==> src/rtl/uart_pkg.sv <==
// Shared UART receiver types and constants.
package uart_pkg;

   localparam int unsigned CLKS_PER_BIT_DEFAULT = 434;  // 50 MHz / 115200

   typedef enum logic [2:0] {
      IDLE,
      START,
      DATA,
      STOP,
      BREAK
   } rx_state_t;

endpackage

==> src/rtl/sync_2ff.sv <==
// Two-flop synchronizer for a single asynchronous bit with a parameterised reset value.
module sync_2ff #(
   parameter logic RST_VAL = 1'b1
) (
   input  logic i_clk,
   input  logic i_rst_n,
   input  logic i_d,
   output logic o_q
);

   logic r_meta;
   logic r_sync;

   always_ff @(posedge i_clk or negedge i_rst_n) begin
      if (!i_rst_n) begin
         r_meta <= RST_VAL;
         r_sync <= RST_VAL;
      end else begin
         r_meta <= i_d;
         r_sync <= r_meta;
      end
   end

   assign o_q = r_sync;

endmodule

==> src/rtl/uart_rx.sv <==
// 8N1 UART receiver: mid-bit sampling, one-cycle strobe on a good byte,
// framing-error pulse on a low stop bit, and break hold until the line returns high.
module uart_rx
   import uart_pkg::*;
#(
   parameter int unsigned CLKS_PER_BIT = CLKS_PER_BIT_DEFAULT
) (
   input  logic       clk,
   input  logic       rst,
   input  logic       rx,
   output logic [7:0] data_out,
   output logic       en,
   output logic       framing_err,
   output logic       busy
);

   localparam int unsigned   CNT_W    = $clog2(CLKS_PER_BIT);
   localparam logic [CNT_W-1:0] CNT_LAST = CNT_W'(CLKS_PER_BIT - 1);
   localparam logic [CNT_W-1:0] CNT_HALF = CNT_W'((CLKS_PER_BIT - 1) / 2);

   logic             w_rx_sync;
   rx_state_t        r_state,   w_state_nxt;
   logic [CNT_W-1:0] r_cnt,     w_cnt_nxt;
   logic [2:0]       r_bit_idx, w_bit_idx_nxt;
   logic [7:0]       r_shift,   w_shift_nxt;
   logic [7:0]       r_data,    w_data_nxt;
   logic             r_en,      w_en_nxt;
   logic             r_ferr,    w_ferr_nxt;

   sync_2ff #(.RST_VAL(1'b1)) u_rx_sync (
      .i_clk   (clk),
      .i_rst_n (rst),
      .i_d     (rx),
      .o_q     (w_rx_sync)
   );

   always_ff @(posedge clk or negedge rst) begin
      if (!rst) begin
         r_state   <= IDLE;
         r_cnt     <= '0;
         r_bit_idx <= '0;
         r_shift   <= '0;
         r_data    <= '0;
         r_en      <= 1'b0;
         r_ferr    <= 1'b0;
      end else begin
         r_state   <= w_state_nxt;
         r_cnt     <= w_cnt_nxt;
         r_bit_idx <= w_bit_idx_nxt;
         r_shift   <= w_shift_nxt;
         r_data    <= w_data_nxt;
         r_en      <= w_en_nxt;
         r_ferr    <= w_ferr_nxt;
      end
   end

   always_comb begin
      w_state_nxt   = r_state;
      w_cnt_nxt     = r_cnt;
      w_bit_idx_nxt = r_bit_idx;
      w_shift_nxt   = r_shift;
      w_data_nxt    = r_data;
      w_en_nxt      = 1'b0;
      w_ferr_nxt    = 1'b0;

      unique case (r_state)
         IDLE: begin
            w_cnt_nxt     = '0;
            w_bit_idx_nxt = '0;
            if (!w_rx_sync) w_state_nxt = START;
         end
         START: begin
            // Re-check the line half a bit in; a short low pulse is a glitch.
            if (r_cnt == CNT_HALF) begin
               w_cnt_nxt   = '0;
               w_state_nxt = w_rx_sync ? IDLE : DATA;
            end else begin
               w_cnt_nxt = r_cnt + 1'b1;
            end
         end
         DATA: begin
            if (r_cnt == CNT_LAST) begin
               w_cnt_nxt              = '0;
               w_shift_nxt[r_bit_idx] = w_rx_sync;
               w_bit_idx_nxt          = r_bit_idx + 1'b1;
               if (r_bit_idx == 3'd7) w_state_nxt = STOP;
            end else begin
               w_cnt_nxt = r_cnt + 1'b1;
            end
         end
         STOP: begin
            if (r_cnt == CNT_LAST) begin
               w_cnt_nxt = '0;
               if (w_rx_sync) begin
                  w_data_nxt  = r_shift;
                  w_en_nxt    = 1'b1;
                  w_state_nxt = IDLE;
               end else begin
                  w_ferr_nxt  = 1'b1;
                  w_state_nxt = BREAK;
               end
            end else begin
               w_cnt_nxt = r_cnt + 1'b1;
            end
         end
         BREAK: begin
            w_cnt_nxt = '0;
            if (w_rx_sync) w_state_nxt = IDLE;
         end
         default: w_state_nxt = IDLE;
      endcase
   end

   assign data_out    = r_data;
   assign en          = r_en;
   assign framing_err = r_ferr;
   assign busy        = (r_state != IDLE);

endmodule

==> config.mk <==
export PLATFORM = sky130hd
export DESIGN_NAME = uart_rx
export DESIGN_NICKNAME = d
export VERILOG_FILES = /design/src/rtl/uart_pkg.sv /design/src/rtl/sync_2ff.sv /design/src/rtl/uart_rx.sv
export SDC_FILE = /design/constraint.sdc
export NUM_CORES = 1
export LEC_CHECK = 0
export CORE_UTILIZATION = 57
export DETAILED_ROUTE_END_ITERATION = 6
export GPL_TIMING_DRIVEN = 0
export PLACE_DENSITY_LB_ADDON = 0.3
export SETUP_SLACK_MARGIN = 0.02
export SLEW_MARGIN = 10
export SYNTH_ARGS = -nofsm -noshare
export SYNTH_HDL_FRONTEND = slang
export SYNTH_SLANG_ARGS = --single-unit
==> constraint.sdc <==
create_clock -name clk -period 2.05 [get_ports clk]
set_input_delay 0.5125 -clock clk [delete_from_list [all_inputs] [get_ports clk]]
set_output_delay 0.5125 -clock clk [all_outputs]
set_load 0.03 [all_outputs]
======== After elaboration in Yosys (flattened, before gate mapping) ========
Index checks and enable logic that the tools add are counted.
operators by class
  multiplexer cells ....................... 23
  equality and inequality tests ........... 13
  order comparisons ....................... 2
  $add $sub $neg .......................... 2
  reductions and logical operators ........ 11
operators by type and width
  cell                 count
  $pmux 9 s3           1
  $mux 3               8
  $mux 9               2
  $pmux 3 s5           1
  $ne 2x2->1 const B   5
  $add 9x1->9 const B  1
  $eq 9x8->1 const B   1
  $eq 9x9->1 const B   1
  $bwmux 8             1
  $mux 1               7
  $eq 3x2->1 const B   2
  $eq 3x3->1 const B   2
  $pmux 3 s2           1
  $reduce_and 6->1     1
  $reduce_bool 3->1    2
  $lt 3x4->1 const B   1
  $reduce_and 2->1     2
  $reduce_or 2->1      2
  $add 3x1->3 const B  1
  $demux 1 s3          1
  $eq 3x1->1 const B   1
  $ge 3x1->1 const B   1
  $logic_not 3->1      1
  $reduce_and 3->1     1
  4 further kinds      4
word-level totals
  logic and storage cells ................. 60
  bits of input ports ..................... 3
  register bits after elaboration ......... 35

======== Longest topological paths before layout ========
Gate-level depths: netlist of the first run.
  depth after elaboration ................. 5
  gate-level depth with buffers ........... 7
  gate-level depth less buffers ........... 6

======== By module ========
A second synthesis of the first run with hierarchy kept.
second synthesis, totals
  cells, all modules ...................... 157
  area total of the unflattened synthesis .. 1793.0 µm²
modules (own cells, without submodules)
  module    area each (µm²)  cells an instance  seq. area each (µm²)  instances
  uart_rx   1740.4           155                825.8                 1
  sync_2ff  52.6             2                  52.6                  1

======== Worst setup path after synthesis of the first run ========
OpenSTA, ideal clock, no wires.
  path type ............................... register to register
  start ................................... reg r_cnt[1]
  end ..................................... reg r_bit_idx[2]
  buffers on the path ..................... 1
  period minus slack after synthesis ...... 1816 ps
  arrival ................................. 1697 ps
  slack ................................... 234 ps
  stages on the path, launching flop included .. 8
  cell sequence ........................... dfrtp_1 > inv_1 > ha_1 > nand4bb_4 > nor4_2 > buf_4 > mux2_2 > and2_1
between the ends
  cells in the longest elaborated chain, start to end .. 3
RTL lines
  what                               RTL line       text
  from (decl)                        uart_rx.sv:23  logic [CNT_W-1:0] r_cnt, w_cnt_nxt;
  from (signal assigned)             uart_rx.sv:48  r_cnt <= w_cnt_nxt;
  $eq 9x9->1                         uart_rx.sv:82  if (r_cnt == CNT_LAST) begin
  $ne 2x2->1 (no source line)        n/a
  $reduce_and 2->1 (no source line)  n/a
  to (signal assigned)               uart_rx.sv:49  r_bit_idx <= w_bit_idx_nxt;
  to (decl)                          uart_rx.sv:24  logic [2:0] r_bit_idx, w_bit_idx_nxt;
Every way passes these cells.
A chain may end at the register's enable or synchronous reset.

======== Final worst setup path of the first run ========
  start ................................... reg r_state[1]
  end ..................................... out busy
between the ends
  cells in the longest elaborated chain, start to end .. 1
RTL lines
  what                    RTL line        text
  from (decl)             uart_rx.sv:22   rx_state_t r_state, w_state_nxt;
  from (signal assigned)  uart_rx.sv:47   r_state <= w_state_nxt;
  $reduce_bool 3->1       uart_rx.sv:117  assign busy = (r_state != IDLE);
  to (decl)               uart_rx.sv:14   output logic busy
Every way passes these cells.

==> results of run 1 <==
flip-flops by register name, summed over array words and instances, names as in the netlist:
register	count
u_rx_sync.r_meta	1
r_cnt	9
u_rx_sync.o_q	1
data_out	8
framing_err	1
en	1
r_state	3
r_bit_idx	3
r_shift	8
metal layers:
metal / vias up / track usage (%) / wire [µm] / share of wire [%]
met4: 0 / 9.86 / 61 / 1.8
met2: 35 / 33.9 / 1560 / 47
met3: 7 / 4.91 / 142 / 4.3
met1: 612 / 34.2 / 1560 / 47
li1: 616 / - / - / -
met5: - / 0 / 0 / 0
stage by stage:
step	instances	setup slack, ns	TNS (ns)	cell area [µm²]	power, W
after floorplan	157	0.234	0	1770	0.000711
after CTS	209	0.0240	0	2010	0.00110
after global routing	208	0.0222	0	2010	0.00111
final	208	0.0712	0	2010	0.00108
after detailed placement	201	-0.137	-0.137	1940	0.000729
after global placement	201	-0.229	-7.63	1940	0.000730
area by class of cell:
cell class                      count  area share [%]
Clock buffer                        6            2.05
Tap cell                           31            1.93
Timing Repair Buffer               13            6.28
Inverter                            3           0.559
Sequential cell                    35            43.6
Multi-Input combinational cell    112            43.3
Buffer                              6            1.68
Clock inverter                      2           0.622
where the power goes:
| part | leakage (nW) | internal [W] | switching (W) |
|---|---|---|---|
| logic | 0.378 | 0.00000329 | 0.0000164 |
| clock network | 0.0282 | 0.000132 | 0.000234 |
| registers | 0.467 | 0.000694 | 0.00000108 |
worst register-to-register path: cells and delay by family (launching register included):
kind,cells,cell delay (ns)
flip-flops,1,0.42
buffers and inverters,2,0.30
multiplexers,1,0.34
AND/OR/NAND/NOR,3,0.52
adder cells (fa/ha/maj),1,0.21
how the worst max path moves through the flow:
| stage | cells after the start | start | endpoint |
|---|---|---|---|
| after floorplan | 7 | r_cnt[1]$_DFFE_PN0P_ | r_bit_idx[2]$_DFFE_PN0P_ |
| after global placement | 1 | rst | data_out[0]$_DFFE_PN0P_ |
| after detailed placement | 3 | r_state[1]$_DFFE_PN0P_ | busy |
| after CTS | 7 | r_cnt[1]$_DFFE_PN0P_ | r_bit_idx[2]$_DFFE_PN0P_ |
| after global routing | 3 | r_state[1]$_DFFE_PN0P_ | busy |
| final | 3 | r_state[1]$_DFFE_PN0P_ | busy |
cell usage after synthesis (2+ instances only):
| library cell | instances | area share [%] |
|---|---|---|
| a21oi_1 | 4 | 1.1 |
| o21ai_0 | 13 | 3.7 |
| nor2_1 | 7 | 1.5 |
| o211ai_1 | 5 | 2.1 |
| mux2i_1 | 3 | 1.7 |
| nand2_1 | 18 | 3.8 |
| nor4_1 | 3 | 1.1 |
| nor3_1 | 4 | 1.1 |
| dfrtp_1 | 33 | 47 |
| mux2_1 | 2 | 1.3 |
| ha_1 | 5 | 3.5 |
| inv_1 | 3 | 0.64 |
| mux2_2 | 15 | 9.5 |
| dfstp_2 | 2 | 3.0 |
| clkbuf_1 | 5 | 1.1 |
| nor2b_1 | 3 | 1.1 |
| o22ai_1 | 3 | 1.1 |
| nand4b_1 | 3 | 1.5 |
| nand3_1 | 3 | 0.85 |
cells by family (layout without fill, tap and decap cells):
group,count (synthesis),after routing,share of synthesized area (%)
AOI/OAI and AO/OA,30,30,10.7
xor gates and xnor gates,1,1,0.494
adders and majority gates,5,5,3.53
buffers and inverters,10,30,2.40
DFF,35,35,49.5
muxes,20,20,12.5
and+or+nand+nor,56,56,20.8
timing repair:
item / 4_1_cts / 5_1_grt
pin swaps: 1 / 1
resized for setup: 11 / 3
hold buffers: 0 / 0
endpoints found under the setup margin: 3 / 13
==> summary.txt, run 1 <==
Run status
  – Status: complete, no violations

Synth
  – Seq cells post-synth: 35
  – Mapped Cells: 157
  – Seq/Total Area, Yosys: 49.5%
  – Async SR Flop Fraction: 100%
  – Avg Inst Size Synth: 11.3 µm²
  – Yosys cell types: 42
  – Synth Warn #: 0
  – Synthesized net count: 165
  – Mapped cell area: 1770 µm²
  – Ys flop type: dfrtp_1
  – Post-synth EDFFs: 0

Floorplanning
  – Rows: 19
  – Io pins: 14
  – Core region area: 2850 µm²
  – Die H: 57.8 µm
  – Starting Density: 62.1%
  – Die area: 3340 µm²
  – Die Width: 57.8 µm

Layout
  – Filler Cell Count: 211
  – Most frequent cells in the layout: 33 x dfrtp_1, 18 x nand2_1, 15 x mux2_2
  – Final core utilization: 70.6%
  – Layout cells sized above 1: 21.5%
  – Reg area: 878 µm²
  – Footprint of the multi-input gates: 871 µm²
  – Commonest non-fill, non-tap cell in the layout: dfrtp_1
  – ANT cells: 0
  – Final net count: 184
  – Syn-to-layout area delta: 13.5%

Global routing
  – First-pass GRT wire length: 5890 µm
  – All-layer global routing usage: 23.3%
  – Initial antenna violation count: 0
  – Largest net degree at the start of global routing: 36
  – Vias in the first global route: 1,249
  – Total gr overflow: 0

Power and ir drop
  – Leakage: 0.874 nW
  – PD cells: 537 nW/µm²
  – Peak VDD IR: 475 µV

Clock network
  – CTS Sinks: 35
  – CTS root buf: clkbuf_4
  – Maximum clock path buffer count: 2
  – Clock latency on the worst-skew pair: 0.34 ns
  – TritonCTS clock tree: built
  – TritonCTS buffer count: 5
  – CTS clk-pin slew, worst paths: 0.11 ns
  – H-tree Lvls: 2
  – # Post-CTS Setup Buffers: 0

Route
  – # DRC: 0
  – DRT Pass-1 Iters: 4
  – Vias: 1,270
  – Antenna viol nets, final: 0
  – Initial DRC Count: 66
  – Drt wl/cell: 16.0 µm
  – Vias/cell: 6.11
  – Wirelength, routed: 3320 µm

STA
  – Peak Freq: 505 MHz
  – Part of the cycle the worst path needs: 96.5%
  – Final setup violation count: 0
  – Fin Clk Skew: 0.0141 ns
  – Hold Slack: 0.238 ns
  – Slew margin rel.: 48.0%
  – Slew Limit Fails: 0
  – Minimum clock period: 1.98 ns
  – Hold Vio Cnt, Final: 0
  – Slew @ Worst Pin: 0.780 ns
  – RSZ-0062 raised after global routing: false

Critical path
  – Critical path buffer and inverter count: 2
  – Slowest CP cell: dfrtp_1
  – Element type at the critical path start: register
  – R2R depth: 7
  – CP Data Required Time: 1.54 ns
  – Worst EP arrival: 1.47 ns
  – Crit. End Element: output pin
  – Crit-path max cell delay: 0.42 ns
  – Worst r2r dst: r_shift[6]$_DFFE_PN0P_
  – Worst r2r src: r_cnt[1]$_DFFE_PN0P_
  – Cell family with most CP delay: flip-flops
  – Worst R2R Setup Slack: 0.14 ns
  – Cells along the critical path: buf_4 > or3_4 > buf_6
  – Crit Path Category: reg2out
  – Critical path peak fanout: 10

Place
  – Final RePlAce weighted congestion: 0.845
  – PortBufs: 13
  – Post-detailed-placement half-perimeter wirelength: 2240 µm

Flow run
  – Maxcap violations: 0

Worst hold path
  – Min-delay worst type: in2async
No activity file was read; power rests on OpenSTA's default activity.
==> inputs of run 2 (changes only) <==
Settings changed: ABC_CLOCK_PERIOD_IN_PS set to 2050, CORE_UTILIZATION 57 to 55, GPL_TIMING_DRIVEN 0 to 1.
==> run 2 against run 1 <==
First-iteration DRC count up 12%. Non-clock buffer count rose by 8. Clock-buffer cell count unchanged. Sequential share of layout area is 1.9 points lower. Worst setup slack gained 0.048 ns. Power is essentially flat. Cell area up 4.5%. Hold slack better by 0.13 ns. Utilization is 1.6 points lower. Die area rose by 3.5%. Critical path type is now reg2reg.
==> summary.txt, run 2 (synthesis results as in run 1) <==
Run status
  – Status: complete, no violations

Worst hold path
  – Min-delay worst type: reg2reg
  – Hold_sp: u_rx_sync.r_meta$_DFF_PN1_
  – WHS Endpoint: u_rx_sync.o_q$_DFF_PN1_
  – Hold Crit Depth: 0

Route
  – Vias/cell: 5.77 (-5.5%)
  – Initial DRC Count: 74 (+12%)
  – # DRC: 0 (unchanged)
  – Wirelength, routed: 3490 µm (+5.1%)
  – DRT Pass-1 Iters: 4 (unchanged)
  – Vias: 1,321 (+4.0%)
  – Antenna viol nets, final: 0 (unchanged)
  – Drt wl/cell: 15.2 µm (-4.6%)

Clock network
  – TritonCTS buffer count: 5 (unchanged)
  – Hold_buf cts: 0 (unchanged)
  – CTS root buf: clkbuf_4
  – CTS Sinks: 35 (unchanged)
  – Clock latency on the worst-skew pair: 0.35 ns (about the same)
  – Maximum clock path buffer count: 2 (unchanged)
  – H-tree Lvls: 2 (unchanged)
  – CTS clk-pin slew, worst paths: 0.11 ns (about the same)
  – TritonCTS clock tree: built

Global routing
  – All-layer global routing usage: 22.5% (-0.82 points)
  – First-pass GRT wire length: 5660 µm (-3.8%)
  – Initial antenna violation count: 0 (unchanged)
  – Vias in the first global route: 1,182 (-5.4%)
  – Total gr overflow: 0 (unchanged)
  – Largest net degree at the start of global routing: 36 (unchanged)

Critical path
  – Element type at the critical path start: register
  – Crit Path Category: reg2reg
  – Worst R2R Setup Slack: 0.12 ns (-0.02 ns)
  – Critical path peak fanout: 6 (-4)
  – Worst EP arrival: 2.17 ns (+0.70 ns)
  – Worst r2r src: r_cnt[1]$_DFFE_PN0P_
  – R2R depth: 8 (+1)
  – CP Data Required Time: 2.29 ns (+0.75 ns)
  – Worst r2r dst: r_bit_idx[2]$_DFFE_PN0P_
  – Crit. End Element: register

Floorplanning
  – Rows: 20 (+1)
  – Die area: 3450 µm² (+3.5%)
  – Core region area: 3050 µm² (+7.0%)
  – Io pins: 14 (unchanged)
  – Die Width: 58.8 µm (+1.7%)
  – Starting Density: 58.1% (-4.1 points)
  – Die H: 58.8 µm (+1.7%)

Layout
  – Final net count: 192 (+4.3%)
  – Layout cells sized above 1: 25.9% (+4.5 points)
  – ANT cells: 0 (unchanged)
  – Syn-to-layout area delta: 18.7%
  – Filler Cell Count: 245 (+16%)
  – Largest register FFs: 9 (unchanged)
  – Largest register by flop count: r_cnt
  – Commonest non-fill, non-tap cell in the layout: dfrtp_1
  – Most frequent cells in the layout: 33 x dfrtp_1, 18 x nand2_1, 15 x mux2_2

Place
  – PortBufs: 13 (unchanged)
  – Setup WS pre-CTS: 0.0309 ns (+0.168 ns)
  – Post-detailed-placement half-perimeter wirelength: 2330 µm (+4.1%)
  – Final RePlAce weighted congestion: 0.856 (+1.3%)

Flow run
  – Maxcap violations: 0 (unchanged)

STA
  – Slew margin rel.: 67.9% (+20 points)
  – Final setup violation count: 0 (unchanged)
  – Part of the cycle the worst path needs: 94.2% (-2.3 points)
  – Peak Freq: 518 MHz (+2.5%)
  – Setup TNS: 0 ns (unchanged)
  – Final worst slack: 0.119 ns (+0.0475 ns)
  – Hold Vio Cnt, Final: 0 (unchanged)
  – Minimum clock period: 1.93 ns (-0.0475 ns)
  – Slew Limit Fails: 0 (unchanged)
  – Fin Clk Skew: 0.00810 ns (-0.00602 ns)
  – Slew @ Worst Pin: 0.479 ns (-0.300 ns)
  – RSZ-0062 raised after global routing: false

Power and ir drop
  – Leakage: 0.925 nW (+5.9%)
  – Peak VDD IR: 451 µV (-5.1%)
  – PD cells: 513 nW/µm² (-4.4%)
[run 2: repair_timing]
| item | CTS | global route |
|---|---|---|
| setup buffers | 0 | 3 |
| pin swaps | 0 | 1 |
| setup endpoints to repair | 3 | 7 |
| resized for setup | 3 | 3 |
[run 2: worst max-delay path, stage by stage, from the launching register on]
cell	delay (ns)
dfrtp_1	0.39
inv_1	0.07
ha_1	0.19
nand4bb_4	0.17
nor4_4	0.20
buf_4	0.19
buf_4	0.14
mux2_2	0.32
and2_1	0.15
[run 2: worst max-delay path by stage]
stage	from	endpoint	slack, ns	cells past startpoint
after floorplan	r_cnt[1]$_DFFE_PN0P_	r_bit_idx[2]$_DFFE_PN0P_	0.23	7
after global placement	r_cnt[1]$_DFFE_PN0P_	r_bit_idx[2]$_DFFE_PN0P_	0.13	8
after detailed placement	r_cnt[1]$_DFFE_PN0P_	r_shift[2]$_DFFE_PN0P_	0.03	7
after CTS	r_state[0]$_DFFE_PN0P_	busy	0.006	2
after global routing	r_cnt[1]$_DFFE_PN0P_	r_shift[6]$_DFFE_PN0P_	0.03	8
final	r_cnt[1]$_DFFE_PN0P_	r_bit_idx[2]$_DFFE_PN0P_	0.12	8
[run 2: cell type report]
type	count	area [µm²]	area share [%]
sequential	35	878	41.7
multi-input combinational	112	876	41.6
timing repair buffer	27	230	10.9
tap	44	55.1	2.62
clock buffer	6	41.3	1.96
clock inverter	2	12.5	0.595
inverter	3	11.3	0.535
[run 2: power breakdown]
part           switching (W)  leakage [nW]  internal (W)
clock               0.000232        0.0282      0.000132
sequential        0.00000363         0.467      0.000694
combinational      0.0000137         0.430    0.00000511
[run 2: per-stage QoR]
| stage | power (W) | utilization, % | instance area (µm²) | hold WS [ns] | std cells |
|---|---|---|---|---|---|
| floorplan | 0.000711 | - | 1770 | 0.217 | 157 |
| global placement | 0.000731 | 65.8 | 2010 | 0.349 | 218 |
| detailed placement | 0.000731 | 65.8 | 2010 | 0.349 | 218 |
| CTS | 0.00109 | 68.0 | 2080 | 0.364 | 226 |
| global route | 0.00113 | 68.9 | 2100 | 0.366 | 229 |
| finish | 0.00108 | 68.9 | 2100 | 0.363 | 229 |
[run 2: layer usage]
layer / global-route usage [%] / wire length [µm]
met3: 7.47 / 146
met1: 31.3 / 1630
met4: 7.14 / 42
met5: 0 / 0
met2: 33.4 / 1670
==> inputs of run 3 (changes only) <==
Settings changed: CTS_CLUSTER_DIAMETER set to 80.
==> results of run 3 <==
Same layout as run 2: the final DEF is identical, and so are final timing and power.
